<file path="config.mk">
export PLATFORM = sky130hd
export DESIGN_NAME = line_buffer_ctrl_flat
export DESIGN_NICKNAME = d
export VERILOG_FILES = /design/src/rtl/line_buffer_ctrl_if.sv /design/src/rtl/line_buffer_ctrl.sv /design/src/flat_wrapper.sv
export SDC_FILE = /design/constraint.sdc
export NUM_CORES = 1
export LEC_CHECK = 0
export BUFFER_PORTS_ARGS = -buffer_cell sky130_fd_sc_hd__clkbuf_2
export CELL_PAD_IN_SITES_DETAIL_PLACEMENT = 2
export CELL_PAD_IN_SITES_GLOBAL_PLACEMENT = 2
export CORE_MARGIN = 2
export CORE_UTILIZATION = 34
export CTS_BUF_LIST = sky130_fd_sc_hd__clkbuf_4 sky130_fd_sc_hd__clkbuf_8
export DETAILED_ROUTE_END_ITERATION = 16
export PLACE_DENSITY = 0.89
export RECOVER_POWER = 25
export SYNTH_ARGS = -nofsm -noshare
export SYNTH_HDL_FRONTEND = slang
export SYNTH_SLANG_ARGS = --single-unit
</file>
<file path="constraint.sdc">
create_clock -name I_CLK -period 2.95 [get_ports I_CLK]
set_input_delay 0.7375 -clock I_CLK [delete_from_list [all_inputs] [get_ports I_CLK]]
set_output_delay 0.7375 -clock I_CLK [all_outputs]
set_load 0.02 [all_outputs]
</file>
<file path="src/rtl/line_buffer_ctrl_if.sv">
// Pixel-stream control and line-RAM sequencing signals between the video input
// stage (master) and line_buffer_ctrl (slave), plus an FSM state debug tap.
interface line_buffer_ctrl_if #(
    parameter int LINE_NUM  = 2,
    parameter int CNT_WIDTH = 12
);
    logic                 I_frame_start;
    logic                 I_pix_vld;
    logic [LINE_NUM-1:0]  O_wr_en;
    logic [LINE_NUM-1:0]  O_rd_en;
    logic                 O_line_rst_n;
    logic                 O_win_vld;
    logic [CNT_WIDTH-1:0] O_col;
    logic [CNT_WIDTH-1:0] O_row;
    logic                 O_busy;
    logic                 O_err;
    logic [1:0]           dbg_state;

    // Handshake: I_pix_vld has no back-pressure. A pixel is consumed on every
    // clock where it is high in FILL/RUN and I_frame_start is low.
    modport master (
        output I_frame_start, I_pix_vld,
        input  O_wr_en, O_rd_en, O_line_rst_n, O_win_vld, O_col, O_row,
               O_busy, O_err, dbg_state
    );

    modport slave (
        input  I_frame_start, I_pix_vld,
        output O_wr_en, O_rd_en, O_line_rst_n, O_win_vld, O_col, O_row,
               O_busy, O_err, dbg_state
    );
endinterface

</file>
<file path="src/rtl/line_buffer_ctrl.sv">
// Column/row sequencer for a cascade of LINE_NUM line-shift RAMs feeding a
// (LINE_NUM+1)-row window. Optional sticky protocol error: LINE_BUF_CTRL_ERR_EN.
module line_buffer_ctrl #(
    parameter int IMG_WIDTH  = 640,
    parameter int IMG_HEIGHT = 480,
    parameter int LINE_NUM   = 2,
    parameter int CNT_WIDTH  = 12
) (
    input  logic             I_CLK,
    input  logic             I_Rst_n,
    line_buffer_ctrl_if.slave bus
);
    typedef enum logic [1:0] {
        ST_IDLE = 2'd0,
        ST_FILL = 2'd1,
        ST_RUN  = 2'd2,
        ST_DONE = 2'd3
    } state_t;

    localparam logic [CNT_WIDTH-1:0] CNT_ONE   = CNT_WIDTH'(1);
    localparam logic [CNT_WIDTH-1:0] COL_LAST  = CNT_WIDTH'(IMG_WIDTH - 1);
    localparam logic [CNT_WIDTH-1:0] ROW_LAST  = CNT_WIDTH'(IMG_HEIGHT - 1);
    localparam logic [CNT_WIDTH-1:0] FILL_LAST = CNT_WIDTH'(LINE_NUM - 1);

    state_t               state_q, state_d;
    logic [CNT_WIDTH-1:0] col_q, col_d;
    logic [CNT_WIDTH-1:0] row_q, row_d;
    logic                 line_rst_n_q, line_rst_n_d;
    logic                 active;
    logic                 pix_acc;
    logic [LINE_NUM-1:0]  wr_en;
    logic [LINE_NUM-1:0]  rd_en;

    assign active  = (state_q == ST_FILL) || (state_q == ST_RUN);
    // A frame start in the same cycle as a pixel wins; the pixel is dropped.
    assign pix_acc = bus.I_pix_vld && active && !bus.I_frame_start;

    always_ff @(posedge I_CLK or negedge I_Rst_n) begin
        if (!I_Rst_n) begin
            state_q      <= ST_IDLE;
            col_q        <= '0;
            row_q        <= '0;
            line_rst_n_q <= 1'b0;
        end else begin
            state_q      <= state_d;
            col_q        <= col_d;
            row_q        <= row_d;
            line_rst_n_q <= line_rst_n_d;
        end
    end

    always_comb begin
        state_d      = state_q;
        col_d        = col_q;
        row_d        = row_q;
        line_rst_n_d = !bus.I_frame_start;
        if (bus.I_frame_start) begin
            state_d = ST_FILL;
            col_d   = '0;
            row_d   = '0;
        end else begin
            case (state_q)
                ST_IDLE: begin
                    col_d = '0;
                    row_d = '0;
                end
                ST_FILL, ST_RUN: begin
                    if (pix_acc) begin
                        if (col_q == COL_LAST) begin
                            col_d = '0;
                            row_d = row_q + CNT_ONE;
                            if (state_q == ST_FILL && row_q == FILL_LAST) begin
                                state_d = ST_RUN;
                            end
                            if (state_q == ST_RUN && row_q == ROW_LAST) begin
                                state_d = ST_DONE;
                                row_d   = '0;
                            end
                        end else begin
                            col_d = col_q + CNT_ONE;
                        end
                    end
                end
                ST_DONE: begin
                    state_d = ST_IDLE;
                    col_d   = '0;
                    row_d   = '0;
                end
                default: state_d = ST_IDLE;
            endcase
        end
    end

    // RAM k only starts holding valid data once row k has begun streaming in.
    always_comb begin
        wr_en = '0;
        rd_en = '0;
        for (int k = 0; k < LINE_NUM; k++) begin
            wr_en[k] = pix_acc && (row_q >= CNT_WIDTH'(k));
            rd_en[k] = pix_acc && (row_q >= CNT_WIDTH'(k + 1));
        end
    end

`ifdef LINE_BUF_CTRL_ERR_EN
    logic err_q, err_d;

    always_ff @(posedge I_CLK or negedge I_Rst_n) begin
        if (!I_Rst_n) begin
            err_q <= 1'b0;
        end else begin
            err_q <= err_d;
        end
    end

    always_comb begin
        err_d = err_q
              | (bus.I_frame_start && active)
              | (bus.I_pix_vld && !active);
    end

    assign bus.O_err = err_q;
`else
    assign bus.O_err = 1'b0;
`endif

    assign bus.O_wr_en      = wr_en;
    assign bus.O_rd_en      = rd_en;
    assign bus.O_win_vld    = pix_acc && (state_q == ST_RUN);
    assign bus.O_line_rst_n = line_rst_n_q;
    assign bus.O_col        = col_q;
    assign bus.O_row        = row_q;
    assign bus.O_busy       = (state_q != ST_IDLE);
    assign bus.dbg_state    = state_q;
endmodule

</file>
<file path="src/flat_wrapper.sv">
// flat-port wrapper written by rule: the top's interface ports become plain ports
module line_buffer_ctrl_flat 
#(
    parameter int IMG_WIDTH  = 640,
    parameter int IMG_HEIGHT = 480,
    parameter int LINE_NUM   = 2,
    parameter int CNT_WIDTH  = 12
)
  (I_CLK, I_Rst_n, bus_I_frame_start, bus_I_pix_vld, bus_O_wr_en, bus_O_rd_en, bus_O_line_rst_n, bus_O_win_vld, bus_O_col, bus_O_row, bus_O_busy, bus_O_err, bus_dbg_state);
  line_buffer_ctrl_if #(.LINE_NUM(LINE_NUM), .CNT_WIDTH(CNT_WIDTH)) bus_i ();
  input  logic I_CLK;
  input  logic I_Rst_n;
  input wire logic [$bits(bus_i.I_frame_start)-1:0] bus_I_frame_start;
  input wire logic [$bits(bus_i.I_pix_vld)-1:0] bus_I_pix_vld;
  output wire logic [$bits(bus_i.O_wr_en)-1:0] bus_O_wr_en;
  output wire logic [$bits(bus_i.O_rd_en)-1:0] bus_O_rd_en;
  output wire logic [$bits(bus_i.O_line_rst_n)-1:0] bus_O_line_rst_n;
  output wire logic [$bits(bus_i.O_win_vld)-1:0] bus_O_win_vld;
  output wire logic [$bits(bus_i.O_col)-1:0] bus_O_col;
  output wire logic [$bits(bus_i.O_row)-1:0] bus_O_row;
  output wire logic [$bits(bus_i.O_busy)-1:0] bus_O_busy;
  output wire logic [$bits(bus_i.O_err)-1:0] bus_O_err;
  output wire logic [$bits(bus_i.dbg_state)-1:0] bus_dbg_state;
  assign bus_i.I_frame_start = bus_I_frame_start;
  assign bus_i.I_pix_vld = bus_I_pix_vld;
  assign bus_O_wr_en = bus_i.O_wr_en;
  assign bus_O_rd_en = bus_i.O_rd_en;
  assign bus_O_line_rst_n = bus_i.O_line_rst_n;
  assign bus_O_win_vld = bus_i.O_win_vld;
  assign bus_O_col = bus_i.O_col;
  assign bus_O_row = bus_i.O_row;
  assign bus_O_busy = bus_i.O_busy;
  assign bus_O_err = bus_i.O_err;
  assign bus_dbg_state = bus_i.dbg_state;
  line_buffer_ctrl #(.IMG_WIDTH(IMG_WIDTH), .IMG_HEIGHT(IMG_HEIGHT), .LINE_NUM(LINE_NUM), .CNT_WIDTH(CNT_WIDTH)) u_core (.I_CLK(I_CLK), .I_Rst_n(I_Rst_n), .bus(bus_i));
endmodule
</file>
Word level (Yosys, flattened, before mapping) --
Cells that the tools add are included.
Storage, ports and cells: output and inout bits 34, register bits after elaboration 27, bits of input ports 4, logic and storage cells 50
Operators by class: multiplexer cells 15, add/subtract/negate cells 2, $lt $le $gt $ge 3, equality and inequality tests 9, reduce and logical (&&, ||, !) cells 17
Operator list (count):
- $mux W12 | 7
- $pmux W12 S2 | 2
- $add A12 B1 Y12 const B | 2
- $ge A12 B1 Y1 const B | 2
- $eq A12 B1 Y1 const B | 1
- $eq A12 B10 Y1 const B | 1
- $eq A12 B9 Y1 const B | 1
- $ge A12 B2 Y1 const B | 1
- $mux W2 | 5
- $logic_and A1 B1 Y1 | 8
- $ne A3 B2 Y1 const B | 2
- $eq A2 B2 Y1 const B | 2
- $ne A4 B2 Y1 const B | 1
- $pmux W2 S2 | 1
- $reduce_and A4 Y1 | 1
- $reduce_or A2 Y1 | 2
- $reduce_bool A3 Y1 | 1
- $eq A2 B1 Y1 const B | 1
- $logic_not A2 Y1 | 1
- $reduce_and A2 Y1 | 1
- $reduce_bool A2 Y1 | 1
- $logic_not A1 Y1 | 1
- $logic_or A1 B1 Y1 | 1

Longest topological paths before layout --
depth in word-level cells 8, mapped depth 8

Worst setup path after synthesis --
No wires, ideal clock.
path type register to output, start point register u_core.state_q[0], in the netlist u_core.bus.dbg_state[0], end point output bus_O_wr_en[1], buffers on the path 2, data arrival time 2.053 ns, cell stages (with the launch flop) 8, slack 0.160 ns, path through dfrtp_1 inv_1 ha_1 and2b_2 clkbuf_8 nand2_1 a41oi_1 buf_4
On the way: word-level cells in the longest chain between the ends 5
Ends and longest elaborated chain:
- from (decl) | RTL line line_buffer_ctrl.sv:25 | state_t state_q, state_d;
- from (signal assigned) | RTL line line_buffer_ctrl.sv:45 | state_q <= state_d;
- $eq A2 B1 Y1 / $eq A2 B2 Y1 (equally long branches) | RTL line line_buffer_ctrl.sv:34 | assign active = (state_q == ST_FILL) || (state_q == ST_RUN);
- $logic_or A1 B1 Y1 (*) | RTL line line_buffer_ctrl.sv:34
- $logic_and A1 B1 Y1 (*) (2 in a row) | RTL line line_buffer_ctrl.sv:36 | assign pix_acc = bus.I_pix_vld && active && !bus.I_frame_start;
- $logic_and A1 B1 Y1 (*)
- to (decl) | RTL line flat_wrapper.sv:15 | output wire logic [$bits(bus_i.O_wr_en)-1:0] bus_O_wr_en;
Every way passes the cells marked *; elsewhere a longest branch is shown, timed or not.

Worst setup path in the final report --
start point register u_core.state_q[1], in the netlist u_core.bus.dbg_state[1], end point output bus_O_wr_en[1]
On the way: word-level cells in the longest chain between the ends 5
Ends and longest elaborated chain:
- $eq A2 B1 Y1 / $eq A2 B2 Y1 (equally long branches) | RTL line line_buffer_ctrl.sv:34
- $logic_or A1 B1 Y1 (*) | RTL line line_buffer_ctrl.sv:34
- $logic_and A1 B1 Y1 (*) (2 in a row) | RTL line line_buffer_ctrl.sv:36
- $logic_and A1 B1 Y1 (*) | RTL line line_buffer_ctrl.sv:99 | wr_en[k] = pix_acc && (row_q >= CNT_WIDTH'(k));
Marks and branches as above.

==> impl_metrics.json <==
{
  "worst-r2r-cell-count": 6,
  "start_util_pct": 35.5,
  "yosys_warnings": 0,
  "insertion_delay_ns": 0.29,
  "drt-pass1-iter-count": 4,
  "postRouteAntennaNets": 0,
  "min_path_cells": 1,
  "cts_tree": "done",
  "syn_nets": 197,
  "drc": 0,
  "status": "finished with violations",
  "tightest_slew_ns": 1.51,
  "grt_use_total_pct": 19.1,
  "period_share_pct": 93.8,
  "maxCapViolCount": 1,
  "failed_checks": "capacitance limit, slew limit",
  "pin_count": 38,
  "ys.flop_type": "dfrtp_1",
  "routed_wl_mm": 4.83,
  "portBuffers": 36,
  "row_count": 25,
  "final.setup_skew_ns": 0.0105,
  "layout.nets": 231,
  "rrSetupSlack_ns": 0.64,
  "grt_max_degree": 28,
  "cts_max_path_buffers": 2,
  "routed.top_layer": "met4",
  "ir_drop_mv": 0.178,
  "grt_pass1_wl_mm": 8.14,
  "avgSynthCellArea_um2": 9.23,
  "synth_edf_count": 0,
  "dp_cells": 280,
  "fin_setup_tns_ns": 0,
  "clock-sinks": 27,
  "n_antenna_cell": 0,
  "gp_congestion": 0.878,
  "path_max_fanout": 8,
  "dr_wl_met2_mm": 2.36,
  "hold_path_end": "u_core.bus.O_row[11]",
  "syn_inst": 184,
  "rsz0062_at_grt": "no",
  "drt-initial-drc-count": 59,
  "synthToLayoutAreaGrowth_pct": 15.0,
  "r2r_end": "u_core.bus.dbg_state[0]",
  "drt-met1-wl_mm": 2.30,
  "hold_class": "flop to flop",
  "viasPerCell": 5.31,
  "cp-end-kind": "output port",
  "critPathLaunch": "u_core.bus.dbg_state[1]",
  "grt_pass1_vias": 1569,
  "final-hold-violation-count": 0,
  "slew_violations": 28,
  "hpwl_mm": 3.62,
  "r2r-start": "u_core.bus.O_row[1]",
  "gr-total-overflow": 0,
  "slew-limit-headroom_pct": -0.921,
  "grt_antenna_before_repair": 0,
  "worstPathArrival_ns": 2.03,
  "via_count": 1507,
  "ys_ff_latch": 27,
  "required_ns": 2.21,
  "die_y_um": 74.7,
  "ctsRootBufferMaster": "clkbuf_8",
  "dieArea_um2": 5580,
  "synth_cell_types": 44,
  "max_freq_mhz": 362,
  "route.met3.wl_um": 115,
  "wire_per_inst_um": 17.0,
  "critPathKind": "flop to output port",
  "start_kind": "flop",
  "setup_viol": 0,
  "cts_buffers": 3,
  "power_density_nw_per_um2": 386,
  "clkSlewWorstSetupHoldPaths_ns": 0.11,
  "async_flop_share_pct": 100,
  "die_w_um": 74.7,
  "p_leak_nw": 0.862,
  "htree_levels": 1,
  "drive_gt1_share_pct": 23.5,
  "min_from": "u_core.bus.O_row[11]",
  "min_period_ns": 2.77,
  "synth_area_um2": 1700,
  "fin_util_pct": 40.8,
  "synth_seq_area_share_pct": 39.8,
  "final_cells": 284,
  "core_um2": 4790
}
==> placed cells by master (no fill, tap or decap), types with 2 or more instances in the layout <==
cell type	netlist	routed
nor3_1	5	5
ha_1	9	8
nand2b_1	3	3
or4_1	2	2
o2111ai_1	3	3
a41oi_1	2	2
or4_4	2	2
clkbuf_2	0	34
nor3b_1	2	2
and3_1	2	2
nor2_1	22	22
clkbuf_8	2	3
nand2_1	13	13
nand3b_1	3	3
nand3_1	10	10
dfrtp_1	27	27
xor2_1	6	6
inv_1	12	12
nor4_1	2	2
buf_4	3	2
or3_1	2	2
xnor2_1	10	10
o21ai_0	5	5
clkbuf_1	3	2
a21oi_1	6	6
o31ai_1	2	2
nand4_1	4	4
a211oi_1	4	4
==> how the worst max path moves through the flow <==
stage	endpoint	slack, ns	cells after the start
after floorplan	bus_O_wr_en[1]	0.16	7
after global placement	bus_O_wr_en[1]	0.48	5
after detailed placement	bus_O_wr_en[1]	0.40	6
after CTS	bus_O_wr_en[1]	0.08	6
after global routing	bus_O_wr_en[1]	0.02	6
final	bus_O_wr_en[1]	0.18	6
==> per-layer routing <==
metal,GRT usage (%),vias to the layer above
li1,-,704
met1,25.4,765
met2,33.0,33
met3,2.01,5
met4,5.36,0
met5,0,-
==> layout make-up <==
class / count / area (µm²)
clock buffers: 3 / 41.3
multi-input cells: 136 / 908
repair buffers: 38 / 193
well taps: 67 / 83.8
fillers: 561 / 2830
inverters: 12 / 45.0
flip-flops and latches: 27 / 676
clock inverters: 1 / 7.51
==> state kept, by name, summed over array words and instances, names as in the netlist <==
| signal | cells |
|---|---|
| u_core.bus.O_col | 12 |
| u_core.bus.O_line_rst_n | 1 |
| u_core.bus.dbg_state | 2 |
| u_core.bus.O_row | 12 |
==> critical path, cell delays in order, from the launching register on <==
cell and delay (ns):
dfrtp_1 0.45, inv_1 0.09, ha_2 0.40, and2b_4 0.23
nand2_1 0.13, a41oi_1 0.23, clkbuf_2 0.21
==> where the power goes <==
part           switching (W)  internal, W  leakage, nW
Clock               0.000134    0.0000964       0.0217
Sequential         0.0000126     0.000380        0.369
Combinational      0.0000908    0.0000400        0.472
==> logic make-up (layout without fill, tap and decap cells) <==
family | count (synthesis) | count (layout) | share of synthesized area (%)
flip-flops | 27 | 27 | 39.8
XOR/XNOR | 16 | 16 | 8.25
adder cells (fa/ha/maj) | 9 | 9 | 6.63
AND/OR/NAND/NOR | 82 | 82 | 26.6
other | 1 | 1 | 0.221
buffers and inverters | 21 | 54 | 7.00
AO/OA/AOI/OAI | 28 | 28 | 11.6
==> synthesized netlist by cell type (3+ instances only) <==
library cell	n	area share (%)
dfrtp_1	27	40
nor2_1	22	4.9
nand2_1	13	2.9
inv_1	12	2.7
nand3_1	10	2.9
xnor2_1	10	5.2
ha_1	9	6.6
a21oi_1	6	1.8
xor2_1	6	3.1
nor3_1	5	1.5
o21ai_0	5	1.5
a211oi_1	4	1.8
nand4_1	4	1.5
buf_4	3	1.3
clkbuf_1	3	0.66
nand2b_1	3	1.1
nand3b_1	3	1.3
o2111ai_1	3	1.5
==> metrics by stage <==
stage / setup WS, ns / area, µm² / hold slack [ns] / power (W)
2_1_floorplan: 0.160 / 1700 / 0.442 / 0.000497
3_3_place_gp: 0.481 / 1900 / 0.562 / 0.000530
3_5_place_dp: 0.401 / 1900 / 0.557 / 0.000533
4_1_cts: 0.0816 / 1950 / 0.512 / 0.000760
5_1_grt: 0.0184 / 1950 / 0.612 / 0.000793
6_report: 0.184 / 1950 / 0.582 / 0.000754
==> repair_timing <==
item | in CTS | in global routing
hold buffers | 0 | 0
setup endpoints to repair | 0 | 2
setup buffers | 0 | 0
gates resized for setup | 0 | 2
Power figures use the tool's default switching activity.
